**src/rtl/bu_rs.sv**
```systemverilog
// Branch unit with an age-ordered reservation buffer, CDB wakeup and a registered result stage.
// Define BU_SYS_STACK_EN to turn the ECALL return store into a SYS_STACK_DEPTH-entry LIFO.
package bu_rs_pkg;
  typedef enum logic [2:0] {BRANCH, JAL, JALR, AUIPC, ECALL, ERET} insn_t;
  typedef enum logic [2:0] {BEQ, BNE, BLT, BGE, BLTU, BGEU} cond_t;
  typedef enum logic {USER, SUPERVISOR} cpl_t;
  localparam int unsigned IMM_WIDTH = 32;
  typedef struct packed {
    insn_t                insn;
    cond_t                cond;
    logic [IMM_WIDTH-1:0] imm;
  } op_t;
endpackage

module bu_rs
  import bu_rs_pkg::*;
#(
  parameter int unsigned DATA_WIDTH = 64,
  parameter int unsigned DEPTH = 4,
  parameter int unsigned TAG_WIDTH = 4,
  parameter int unsigned SYS_STACK_DEPTH = 4,
  parameter logic [DATA_WIDTH-1:0] PRIV_ROUTINE_START = DATA_WIDTH'(32'h0001_0000)
) (
  input  logic                  clk,
  input  logic                  rst,
  input  logic                  flush_i,
  input  logic                  alloc_valid_i,
  output logic                  alloc_ready_o,
  input  logic [TAG_WIDTH-1:0]  alloc_tag_i,
  input  op_t                   alloc_op_i,
  input  logic [DATA_WIDTH-1:0] alloc_pc_i,
  input  logic [DATA_WIDTH-1:0] alloc_lhs_i,
  input  logic [DATA_WIDTH-1:0] alloc_rhs_i,
  input  logic                  alloc_lhs_valid_i,
  input  logic                  alloc_rhs_valid_i,
  input  logic [TAG_WIDTH-1:0]  alloc_lhs_tag_i,
  input  logic [TAG_WIDTH-1:0]  alloc_rhs_tag_i,
  input  logic                  cdb_valid_i,
  input  logic [TAG_WIDTH-1:0]  cdb_tag_i,
  input  logic [DATA_WIDTH-1:0] cdb_data_i,
  input  cpl_t                  cpl_i,
  output logic                  res_valid_o,
  input  logic                  res_ready_i,
  output logic [TAG_WIDTH-1:0]  res_tag_o,
  output logic [DATA_WIDTH-1:0] res_pc_o,
  output logic [DATA_WIDTH-1:0] res_rd_o,
  output logic                  res_pc_valid_o,
  output logic                  res_rd_valid_o,
  output logic                  res_fault_o,
  input  logic                  retire_i,
  input  op_t                   retire_op_i,
  input  logic [DATA_WIDTH-1:0] retire_pc_i,
  output logic                  stack_fault_o
);
  localparam int unsigned CW = $clog2(DEPTH + 1);
  localparam int unsigned IW = $clog2(DEPTH);

  typedef struct packed {
    logic [TAG_WIDTH-1:0]  tag;
    op_t                   op;
    logic [DATA_WIDTH-1:0] pc;
    logic [DATA_WIDTH-1:0] lhs;
    logic [DATA_WIDTH-1:0] rhs;
    logic                  lhs_v;
    logic                  rhs_v;
    logic [TAG_WIDTH-1:0]  lhs_tag;
    logic [TAG_WIDTH-1:0]  rhs_tag;
  } ent_t;

  function automatic ent_t wake(input ent_t e, input logic v, input logic [TAG_WIDTH-1:0] t,
                                input logic [DATA_WIDTH-1:0] d);
    ent_t r;
    r = e;
    if (v && !e.lhs_v && e.lhs_tag == t) begin r.lhs = d; r.lhs_v = 1'b1; end
    if (v && !e.rhs_v && e.rhs_tag == t) begin r.rhs = d; r.rhs_v = 1'b1; end
    return r;
  endfunction

  function automatic logic op_ready(input ent_t e);
    logic need_l, need_r;
    need_l = (e.op.insn == BRANCH) || (e.op.insn == JALR);
    need_r = (e.op.insn == BRANCH);
    return (!need_l || e.lhs_v) && (!need_r || e.rhs_v);
  endfunction

  ent_t                  ent_q [DEPTH];
  ent_t                  ent_w [DEPTH];
  ent_t                  ent_d [DEPTH];
  ent_t                  ent_raw, ent_new, iss;
  logic [CW-1:0]         count_q, count_d, count_after;
  logic [DEPTH-1:0]      rdy;
  logic [IW-1:0]         sel;
  logic                  any_rdy, can_issue, issue_buf, byp, do_issue, alloc_fire, alloc_rdy;
  logic [DATA_WIDTH-1:0] ret_top, tgt, rd, pc4, imm_s, br_s;
  logic                  pc_v, rd_v, taken, fault;

  assign alloc_fire = alloc_valid_i && alloc_ready_o && !flush_i;
  assign can_issue  = !res_valid_o || res_ready_i;

  // Wakeup of stored entries; readiness uses pre-wakeup state so CDB hits issue a cycle later.
  always_comb begin
    ent_raw.tag     = alloc_tag_i;
    ent_raw.op      = alloc_op_i;
    ent_raw.pc      = alloc_pc_i;
    ent_raw.lhs     = alloc_lhs_i;
    ent_raw.rhs     = alloc_rhs_i;
    ent_raw.lhs_v   = alloc_lhs_valid_i;
    ent_raw.rhs_v   = alloc_rhs_valid_i;
    ent_raw.lhs_tag = alloc_lhs_tag_i;
    ent_raw.rhs_tag = alloc_rhs_tag_i;
    ent_new         = wake(ent_raw, cdb_valid_i, cdb_tag_i, cdb_data_i);
    alloc_rdy       = op_ready(ent_raw);
    any_rdy         = 1'b0;
    sel             = '0;
    for (int i = 0; i < DEPTH; i++) begin
      ent_w[i] = wake(ent_q[i], cdb_valid_i, cdb_tag_i, cdb_data_i);
      rdy[i]   = (CW'(i) < count_q) && op_ready(ent_q[i]);
    end
    for (int i = DEPTH - 1; i >= 0; i--) begin
      if (rdy[i]) begin
        any_rdy = 1'b1;
        sel     = IW'(i);
      end
    end
  end

  // A ready op arriving when nothing older is ready skips the buffer entirely.
  assign issue_buf = any_rdy && can_issue && !flush_i;
  assign byp       = alloc_fire && alloc_rdy && !any_rdy && can_issue;
  assign do_issue  = issue_buf || byp;

  // Compaction behind the issued slot, then append the allocating op at the tail.
  always_comb begin
    for (int i = 0; i < DEPTH; i++) ent_d[i] = ent_w[i];
    if (issue_buf) begin
      for (int i = 0; i < DEPTH - 1; i++) begin
        if (IW'(i) >= sel) ent_d[i] = ent_w[i+1];
      end
    end
    count_after = count_q - CW'(issue_buf);
    if (alloc_fire && !byp) begin
      for (int i = 0; i < DEPTH; i++) begin
        if (CW'(i) == count_after) ent_d[i] = ent_new;
      end
    end
    count_d = count_after + CW'(alloc_fire && !byp);
    if (flush_i) count_d = '0;
  end

  always_ff @(posedge clk or posedge rst) begin
    if (rst) begin
      count_q       <= '0;
      alloc_ready_o <= 1'b1;
      for (int i = 0; i < DEPTH; i++) ent_q[i] <= '0;
    end else begin
      count_q       <= count_d;
      alloc_ready_o <= count_d < CW'(DEPTH);
      for (int i = 0; i < DEPTH; i++) ent_q[i] <= ent_d[i];
    end
  end

  // Target, link value and privilege check for the issuing op.
  always_comb begin
    iss   = any_rdy ? ent_q[sel] : ent_raw;
    pc4   = iss.pc + DATA_WIDTH'(4);
    imm_s = DATA_WIDTH'($signed(iss.op.imm));
    br_s  = DATA_WIDTH'($signed(iss.op.imm[12:0]));
    tgt   = '0;
    rd    = '0;
    pc_v  = 1'b0;
    rd_v  = 1'b0;
    case (iss.op.cond)
      BEQ:     taken = iss.lhs == iss.rhs;
      BNE:     taken = iss.lhs != iss.rhs;
      BLT:     taken = $signed(iss.lhs) < $signed(iss.rhs);
      BGE:     taken = $signed(iss.lhs) >= $signed(iss.rhs);
      BLTU:    taken = iss.lhs < iss.rhs;
      BGEU:    taken = iss.lhs >= iss.rhs;
      default: taken = 1'b0;
    endcase
    case (iss.op.insn)
      BRANCH:  begin tgt = taken ? iss.pc + br_s : pc4; pc_v = 1'b1; end
      JAL:     begin tgt = iss.pc + imm_s; rd = pc4; pc_v = 1'b1; rd_v = 1'b1; end
      JALR:    begin tgt = iss.lhs + imm_s; rd = pc4; pc_v = 1'b1; rd_v = 1'b1; end
      AUIPC:   begin rd = iss.pc + imm_s; rd_v = 1'b1; end
      ECALL:   begin tgt = PRIV_ROUTINE_START; pc_v = 1'b1; end
      ERET:    begin tgt = ret_top; pc_v = 1'b1; end
      default: ;
    endcase
    fault = pc_v && (tgt >= PRIV_ROUTINE_START) && (iss.op.insn != ECALL) && (cpl_i == USER);
  end

  always_ff @(posedge clk or posedge rst) begin
    if (rst) begin
      res_valid_o    <= 1'b0;
      res_tag_o      <= '0;
      res_pc_o       <= '0;
      res_rd_o       <= '0;
      res_pc_valid_o <= 1'b0;
      res_rd_valid_o <= 1'b0;
      res_fault_o    <= 1'b0;
    end else if (flush_i) begin
      res_valid_o <= 1'b0;
    end else if (do_issue) begin
      res_valid_o    <= 1'b1;
      res_tag_o      <= iss.tag;
      res_pc_o       <= tgt;
      res_rd_o       <= rd;
      res_pc_valid_o <= pc_v && !fault;
      res_rd_valid_o <= rd_v;
      res_fault_o    <= fault;
    end else if (res_ready_i) begin
      res_valid_o <= 1'b0;
    end
  end

  logic unused_retire;
  assign unused_retire = ^{retire_op_i.cond, retire_op_i.imm};

`ifdef BU_SYS_STACK_EN
  localparam int unsigned SCW = $clog2(SYS_STACK_DEPTH + 1);
  logic [DATA_WIDTH-1:0] stk_q [SYS_STACK_DEPTH];
  logic [SCW-1:0]        sp_q;
  logic                  push, pop, push_f, pop_f, read_f;

  assign push    = retire_i && (retire_op_i.insn == ECALL);
  assign pop     = retire_i && (retire_op_i.insn == ERET);
  assign push_f  = push && (sp_q == SCW'(SYS_STACK_DEPTH));
  assign pop_f   = pop && (sp_q == '0);
  assign read_f  = do_issue && (iss.op.insn == ERET) && (sp_q == '0);
  assign ret_top = stk_q[0];

  // Top lives in slot 0; vacated slots fill with 0 so an empty stack reads 0.
  always_ff @(posedge clk or posedge rst) begin
    if (rst) begin
      sp_q          <= '0;
      stack_fault_o <= 1'b0;
      for (int i = 0; i < SYS_STACK_DEPTH; i++) stk_q[i] <= '0;
    end else begin
      stack_fault_o <= push_f || pop_f || read_f;
      if (push) begin
        for (int i = 1; i < SYS_STACK_DEPTH; i++) stk_q[i] <= stk_q[i-1];
        stk_q[0] <= retire_pc_i + DATA_WIDTH'(4);
        if (!push_f) sp_q <= sp_q + SCW'(1);
      end else if (pop) begin
        for (int i = 0; i < SYS_STACK_DEPTH - 1; i++) stk_q[i] <= stk_q[i+1];
        stk_q[SYS_STACK_DEPTH-1] <= '0;
        if (!pop_f) sp_q <= sp_q - SCW'(1);
      end
    end
  end
`else
  logic [DATA_WIDTH-1:0] ret_q;
  assign ret_top       = ret_q;
  assign stack_fault_o = 1'b0;

  always_ff @(posedge clk or posedge rst) begin
    if (rst) begin
      ret_q <= '0;
    end else if (retire_i) begin
      if (retire_op_i.insn == ECALL)     ret_q <= retire_pc_i + DATA_WIDTH'(4);
      else if (retire_op_i.insn == ERET) ret_q <= '0;
    end
  end
`endif
endmodule

```
**config.mk**
```make
export PLATFORM = sky130hd
export DESIGN_NAME = bu_rs
export DESIGN_NICKNAME = d
export VERILOG_FILES = /design/src/rtl/bu_rs.sv
export SDC_FILE = /design/constraint.sdc
export NUM_CORES = 2
export LEC_CHECK = 0
export CORE_AREA = 4 4 565 567
export CTS_CLUSTER_DIAMETER = 80
export DETAILED_ROUTE_END_ITERATION = 16
export DIE_AREA = 0 0 569 571
export GPL_TIMING_DRIVEN = 0
export PLACE_DENSITY = 0.37
export SLEW_MARGIN = 20
export SYNTH_ARGS = -nofsm -noshare
export SYNTH_HDL_FRONTEND = slang
export SYNTH_SLANG_ARGS = --single-unit
```
**constraint.sdc**
```tcl
create_clock -name clk -period 97.1 [get_ports clk]
set_clock_uncertainty 0.05 [all_clocks]
set_input_delay 19.42 -clock clk [delete_from_list [all_inputs] [get_ports clk]]
set_output_delay 19.42 -clock clk [all_outputs]
set_load 0.01 [all_outputs]
```
Word level (Yosys, flattened, before mapping)
Index checks and enable logic that the tools add are counted.
{ "op_classes": {"n_addsub": 7, "multipliers": 0, "div_mod_pow": 0, "n_lt_le_gt_ge": 14, "eq_ne": 33, "shifts": 0, "muxes": 53, "bitwise_logic": 3, "n_reduce_logical": 99} }
{ "ops": {"columns": ["op", "n"], "rows": [
  ["244-bit 2-to-1 mux", 10],
  ["976-bit 2-to-1 mux", 1],
  ["64-bit 2-to-1 mux", 13],
  ["732-bit 2-to-1 mux", 1],
  ["244-bit binary-select mux with 2-bit select", 1],
  ["64-bit one-hot mux with 5 select lines", 1],
  ["64-bit adder", 3],
  ["64-bit by 3-bit adder with 64-bit output (second input constant)", 2],
  ["64-bit >= comparator", 2],
  ["64-bit < comparator", 2],
  ["64-bit one-hot mux with 2 select lines", 1],
  ["64-bit == test", 1],
  ["64-bit by 17-bit >= comparator with 1-bit output (second input constant)", 1],
  ["64-bit inequality test", 1],
  ["1-bit logical AND", 41],
  ["4-bit == test", 10],
  ["3-bit by 2-bit == test with 1-bit output (second input constant)", 9],
  ["1-bit logical NOT", 25],
  ["3-bit logical NOT", 8],
  ["1-bit 2-to-1 mux", 19],
  ["3-bit == test (second input constant)", 6],
  ["1-bit logical OR", 17],
  ["2-bit 2-to-1 mux", 4],
  ["2-bit by 3-bit == test with 1-bit output (first input constant)", 2],
  ["21 further kinds", 28]
]} }
{ "word_totals": {"ff_bits": 1180, "latchBits": 0, "ram_bits": 0, "mem_bits_ro": 0, "inputBits": 422, "output_inout_bits": 138, "word_cells": 263, "mem_count": 0} }

Longest topological paths before layout
{ "logic_depth": {"ltp_word": 25, "ltp_mapped": 38, "ltp_nobuf": 28} }

Worst setup path before layout
Ideal clock, no wire load.
{ "synth_path": {"path_kind": "input to register", "startpoint": "in alloc_op_i[12] (netlist name)", "endpoint": "reg res_fault_o", "setup_ps": 118, "t_arrival_ps": 25635, "required_ps": 96932, "setup_slack_ps": 71297, "cell_stages": 21, "path_buffers": 1, "cell_sequence": "o211ai_1 > o21ai_0 > ha_1 > clkbuf_1 > nand4_1 > or4_1 > o221ai_1 > a211oi_1 > o21ai_0 > a41oi_1 > o31a_1 > o21ai_0 > xnor2_1 > o22ai_1 > a211oi_1 > nand3_1 > nor4_1 > nand3_1 > nor4_1 > a41oi_1 > a21o_1"} }
{ "synth_between": {"elab_chain_len": 8, "elab_cells_between_ends": 10, "classes_between": "3 x add/sub; 1 x order compare; 3 x mux; 3 x reduce/logical"} }
{ "synth_rtl": {"columns": ["item", "line_no", "text"], "rows": [
  ["from (decl)", "30", "input op_t alloc_op_i,"],
  ["244-bit 2-to-1 mux *", "164", "iss = any_rdy ? ent_q[sel] : ent_raw;"],
  ["64-bit adder", "182", "BRANCH: begin tgt = taken ? iss.pc + br_s : pc4; pc_v = 1'b1; end"],
  ["64-bit 2-to-1 mux", "182", null],
  ["64-bit one-hot mux with 5 select lines *", "181", "case (iss.op.insn)"],
  ["64-bit by 17-bit >= comparator with 1-bit output *", "190", "fault = pc_v && (tgt >= PRIV_ROUTINE_START) && (iss.op.insn != ECALL) && (cpl_i == USER);"],
  ["1-bit logical AND * (3 in series)", "190", null],
  ["to (signal assigned)", "211", "res_fault_o <= fault;"],
  ["to (decl)", "49", "output logic res_fault_o,"]
]} }
Mark *: on every way between the ends. The rest lies on a longest branch, timed or not.
A chain may end at the register's enable or synchronous reset.

Final worst setup path
{ "layout_path": {"startpoint": "in alloc_lhs_i[43]", "endpoint": "reg res_fault_o"} }
{ "layout_between": {"elab_chain_len": 9, "elab_cells_between_ends": 15, "classes_between": "1 x add/sub; 5 x order compare; 2 x eq/ne; 4 x mux; 3 x reduce/logical"} }
{ "layout_rtl": {"columns": ["item", "line_no", "text"], "rows": [
  ["from (decl)", "32", "input logic [DATA_WIDTH-1:0] alloc_lhs_i,"],
  ["244-bit 2-to-1 mux *", "164", null],
  ["64-bit >= comparator, or another cell as far along", "178", "BGEU: taken = iss.lhs >= iss.rhs;"],
  ["1-bit one-hot mux with 6 select lines", "172", "case (iss.op.cond)"],
  ["64-bit 2-to-1 mux", "182", null],
  ["64-bit one-hot mux with 5 select lines *", "181", null],
  ["64-bit by 17-bit >= comparator with 1-bit output *", "190", null],
  ["1-bit logical AND * (3 in series)", "190", null]
]} }
Marks and branches as above.

==> results.sh <==
export IMPL_cp_end_kind="register"
export IMPL_grt_antenna_before_repair=98
export IMPL_syn_area_mm2=0.07819
export IMPL_period_minus_slack_ps=28800
export IMPL_ctsResizeCount=0
export IMPL_grt_pass1_wl_um=673700
export IMPL_core_region_area_mm2=0.3142
export IMPL_grtUsageTotal_pct=29.07
export IMPL_dpl_cell_area_mm2=0.08961
export IMPL_drive_above_1_share_pct=9.562
export IMPL_fill_cells=33682
export IMPL_path_max_fanout=10
export IMPL_die_width_um=569
export IMPL_min_to="res_rd_o[8]$_DFFE_PP0P_"
export IMPL_root_buffer="clkbuf_16"
export IMPL_num_io_pins=560
export IMPL_timing_critical_path_from_type="input pin"
export IMPL_cts_made_buffers=166
export IMPL_rr_endpoint="res_fault_o$_DFFE_PP0P_"
export IMPL_hold_depth=2
export IMPL_use_met1_pct=37.73
export IMPL_required_ps=97740
export IMPL_routed_via_density=5.678
export IMPL_ys_ff_latch=1180
export IMPL_crit_arrival_ps=29440
export IMPL_drv_cap=0
export IMPL_gr_usage_met3_pct=5.264
export IMPL_fp_row_count=206
export IMPL_gp_congestion=0.9809
export IMPL_wl_um=491200
export IMPL_fin_area_mm2=0.09523
export IMPL_grtUsageMet2_pct=45.64
export IMPL_setup_violations=0
export IMPL_dr_first_iter_drc_count=9022
export IMPL_finalCritPeriodShare_pct=29.66
export IMPL_async_flop_share_pct=100.0
export IMPL_vias=83653
export IMPL_status="finished, final reports clean"
export IMPL_ant_nets=0
export IMPL_dieArea_mm2=0.3249
export IMPL_finalSetupTns_ps=0
export IMPL_overflow=0
export IMPL_insertion_delay_ps=900
export IMPL_hold_class="reg2reg"
export IMPL_grt_busiest_layer="met2"
export IMPL_synth_edff_count=0
export IMPL_cts_hold_buf=0
export IMPL_cts_num_sinks=1180
export IMPL_synth_cells=9717
export IMPL_max_freq_mhz=34.72
export IMPL_r2r_cells=36
export IMPL_reg2reg_slack_ps=79540
export IMPL_post_cts_buffers=0
export IMPL_syn_avg_cell_area_um2=8.046
export IMPL_clk_path_buf_depth=4
export IMPL_fp_dieH_um=571
export IMPL_drv_slew=0
export IMPL_max_slew_margin_rel_pct=16.30
export IMPL_rsz0062_at_grt="false"
export IMPL_cts_tree="done"
export IMPL_grt_max_degree=95
export IMPL_clkSlewWorstSetupHoldPaths_ps=50
export IMPL_path_class="in2reg"
export IMPL_portBuffers=456
export IMPL_grt_pass1_vias=81880
export IMPL_yosysSeqAreaShare_pct=37.77
export IMPL_drc=0
export IMPL_worst_pin_slew_ps=1250
export IMPL_ys_warn_count=0
export IMPL_r2r_start="ent_q[726]$_DFF_PP0_"
export IMPL_yosysUniqueCellTypes=102
export IMPL_syn_num_nets=10387
export IMPL_hp_start="res_rd_o[8]$_DFFE_PP0P_"
export IMPL_wl_per_cell_um=33.34
export IMPL_finalNetCount=11073
export IMPL_place_hpwl_um=387200
export IMPL_ctsHtreeMaxLevel=4
export IMPL_initial_utilization_pct=24.89
export IMPL_first_pass_iters=8
export IMPL_synth_flop_cell="dfrtp_1"
export IMPL_area_growth_pct=21.80
export IMPL_finalHoldViolCount=0
[synthesized netlist by cell type, types with 11 or more instances]
| library cell | count | area share [%] |
|---|---|---|
| o221ai_1 | 20 | 0.22 |
| mux2i_1 | 286 | 3.7 |
| clkbuf_2 | 50 | 0.32 |
| o22ai_1 | 565 | 4.5 |
| nand4_1 | 87 | 0.70 |
| a31oi_1 | 372 | 3.0 |
| ha_1 | 246 | 3.9 |
| or4_1 | 12 | 0.12 |
| inv_1 | 100 | 0.48 |
| a221oi_1 | 26 | 0.29 |
| a21o_1 | 108 | 1.0 |
| o21ai_0 | 639 | 4.1 |
| mux2_2 | 13 | 0.19 |
| o21ai_1 | 13 | 0.083 |
| dfrtp_1 | 1179 | 38 |
| or2_2 | 21 | 0.17 |
| a21oi_1 | 556 | 3.6 |
| and2_1 | 13 | 0.10 |
| nor2_1 | 701 | 3.4 |
| nor3_1 | 58 | 0.37 |
| and4_1 | 12 | 0.13 |
| o21bai_1 | 25 | 0.24 |
| and3_1 | 56 | 0.45 |
| o22a_1 | 11 | 0.12 |
| xnor2_1 | 177 | 2.0 |
| buf_1 | 75 | 0.36 |
| buf_2 | 48 | 0.31 |
| o221a_2 | 389 | 5.6 |
| a22oi_1 | 50 | 0.48 |
| o21a_1 | 29 | 0.28 |
| a21boi_0 | 16 | 0.15 |
| or3_1 | 14 | 0.11 |
| nand2b_1 | 28 | 0.22 |
| nor2b_1 | 31 | 0.25 |
| nand2_1 | 2358 | 11 |
| nor4_1 | 29 | 0.23 |
| a222oi_1 | 12 | 0.15 |
| o211ai_1 | 42 | 0.40 |
| nand3_1 | 136 | 0.87 |
| clkbuf_1 | 631 | 3.0 |
| a221o_1 | 14 | 0.18 |
| xor2_1 | 133 | 1.5 |
| a211oi_1 | 143 | 1.4 |
[cell usage in the layout, fill, tap and decap left out, drive strengths merged, types with 20 or more instances in the layout]
cell type | synthesis | final
nand2b | 28 | 28
o221ai | 20 | 20
nand2 | 2358 | 2358
clkdlybuf4s50 | 0 | 456
o211ai | 42 | 42
inv | 100 | 107
or2 | 24 | 24
nor3 | 61 | 61
xnor2 | 177 | 177
nor4 | 32 | 32
o22ai | 565 | 565
o21bai | 25 | 25
o21a | 29 | 29
a22oi | 50 | 50
xor2 | 133 | 133
a211oi | 146 | 146
diode | 0 | 42
a31oi | 372 | 372
nand4 | 87 | 87
o21ai | 654 | 654
clkinv | 0 | 21
nor2b | 31 | 31
nor2 | 704 | 704
buf | 138 | 200
o221a | 389 | 389
a221oi | 26 | 26
and3 | 56 | 56
a21o | 108 | 108
dfrtp | 1179 | 1179
ha | 246 | 246
clkbuf | 681 | 936
a21oi | 557 | 557
nand3 | 136 | 136
mux2i | 286 | 286
[per-layer routing]
layer	vias up	wire, µm
li1	36824	-
met1	41912	204700
met3	858	36150
met2	4027	218900
met4	32	31240
met5	-	212
[metrics by stage]
| stage | hold slack (ps) | std cells | setup WS, ps | utilization (%) |
|---|---|---|---|---|
| 3_3_place_gp | 417.0 | 14333 | 25050 | 27.99 |
| 2_1_floorplan | 391.8 | 9717 | 44390 | - |
| 4_1_cts | 433.6 | 14691 | 68860 | 30.26 |
| 5_1_grt | 445.1 | 14706 | 68490 | 30.29 |
| 3_5_place_dp | 421.2 | 14395 | 68020 | 28.52 |
| 6_report | 422.4 | 14733 | 68300 | 30.31 |
[area by class of cell]
class                   instances  area (µm²)  area share (%)
multi-input cells            7618       45450           47.72
flip-flops and latches       1180       29530           31.01
repair buffers                518        5744           6.032
well taps                    4160        5205           5.465
clock buffers                 255        4946           5.194
plain buffers                 819        3348           3.516
clock inverters                41       523.0          0.5492
inverters                     100       385.4          0.4047
diodes                         42       105.1          0.1104
[cells by family after synthesis]
family,Yosys count,share of synthesized area (%)
flip-flops,1180,37.77
other,1,0.004796
adder cells (fa/ha/maj),248,3.988
AO/OA/AOI/OAI,3157,27.28
buffers and inverters,919,4.670
multiplexers,299,3.849
AND/OR/NAND/NOR,3603,18.97
XOR/XNOR,310,3.473
[sequential cells by signal, summed over array words and instances, names as in the netlist]
| signal | count |
|---|---|
| res_tag_o | 4 |
| res_pc_o | 64 |
| res_fault_o | 1 |
| res_valid_o | 1 |
| res_pc_valid_o | 1 |
| ent_q | 976 |
| res_rd_o | 64 |
| res_rd_valid_o | 1 |
| alloc_ready_o | 1 |
| ret_q | 64 |
| count_q | 3 |
[worst max-delay path: stages]
cell,delay [ps]
clkdlybuf4s50_1,670
a211oi_1,130
a31oi_1,920
ha_1,270
nand3_1,140
nor4_2,790
nand4_1,520
nor2b_1,290
a31o_2,290
nand4_1,590
mux2i_1,180
nor2_1,920
nor3_1,380
clkbuf_1,430
clkbuf_1,500
a211oi_1,1020
nand4_1,320
nor4_1,520
nand3_1,190
nor4_1,430
a41oi_1,250
a21o_1,230
[worst max path at each step]
| stage | cells past startpoint | endpoint | slack, ps | startpoint |
|---|---|---|---|---|
| 4_1_cts | 22 | res_fault_o$_DFFE_PP0P_ | 68860 | alloc_lhs_i[43] |
| 6_report | 22 | res_fault_o$_DFFE_PP0P_ | 68300 | alloc_lhs_i[43] |
| 5_1_grt | 22 | res_fault_o$_DFFE_PP0P_ | 68490 | alloc_lhs_i[43] |
| 2_1_floorplan | 1 | count_q[0]$_DFF_PP0_ | 44390 | rst |
| 3_3_place_gp | 2 | ret_q[41]$_DFFE_PP0P_ | 25050 | rst |
| 3_5_place_dp | 22 | res_fault_o$_DFFE_PP0P_ | 68020 | alloc_lhs_i[43] |
Power is left out: the tool's default activity adds up to more than one toggle a clock period on the data nets, which glitch-free logic cannot reach.
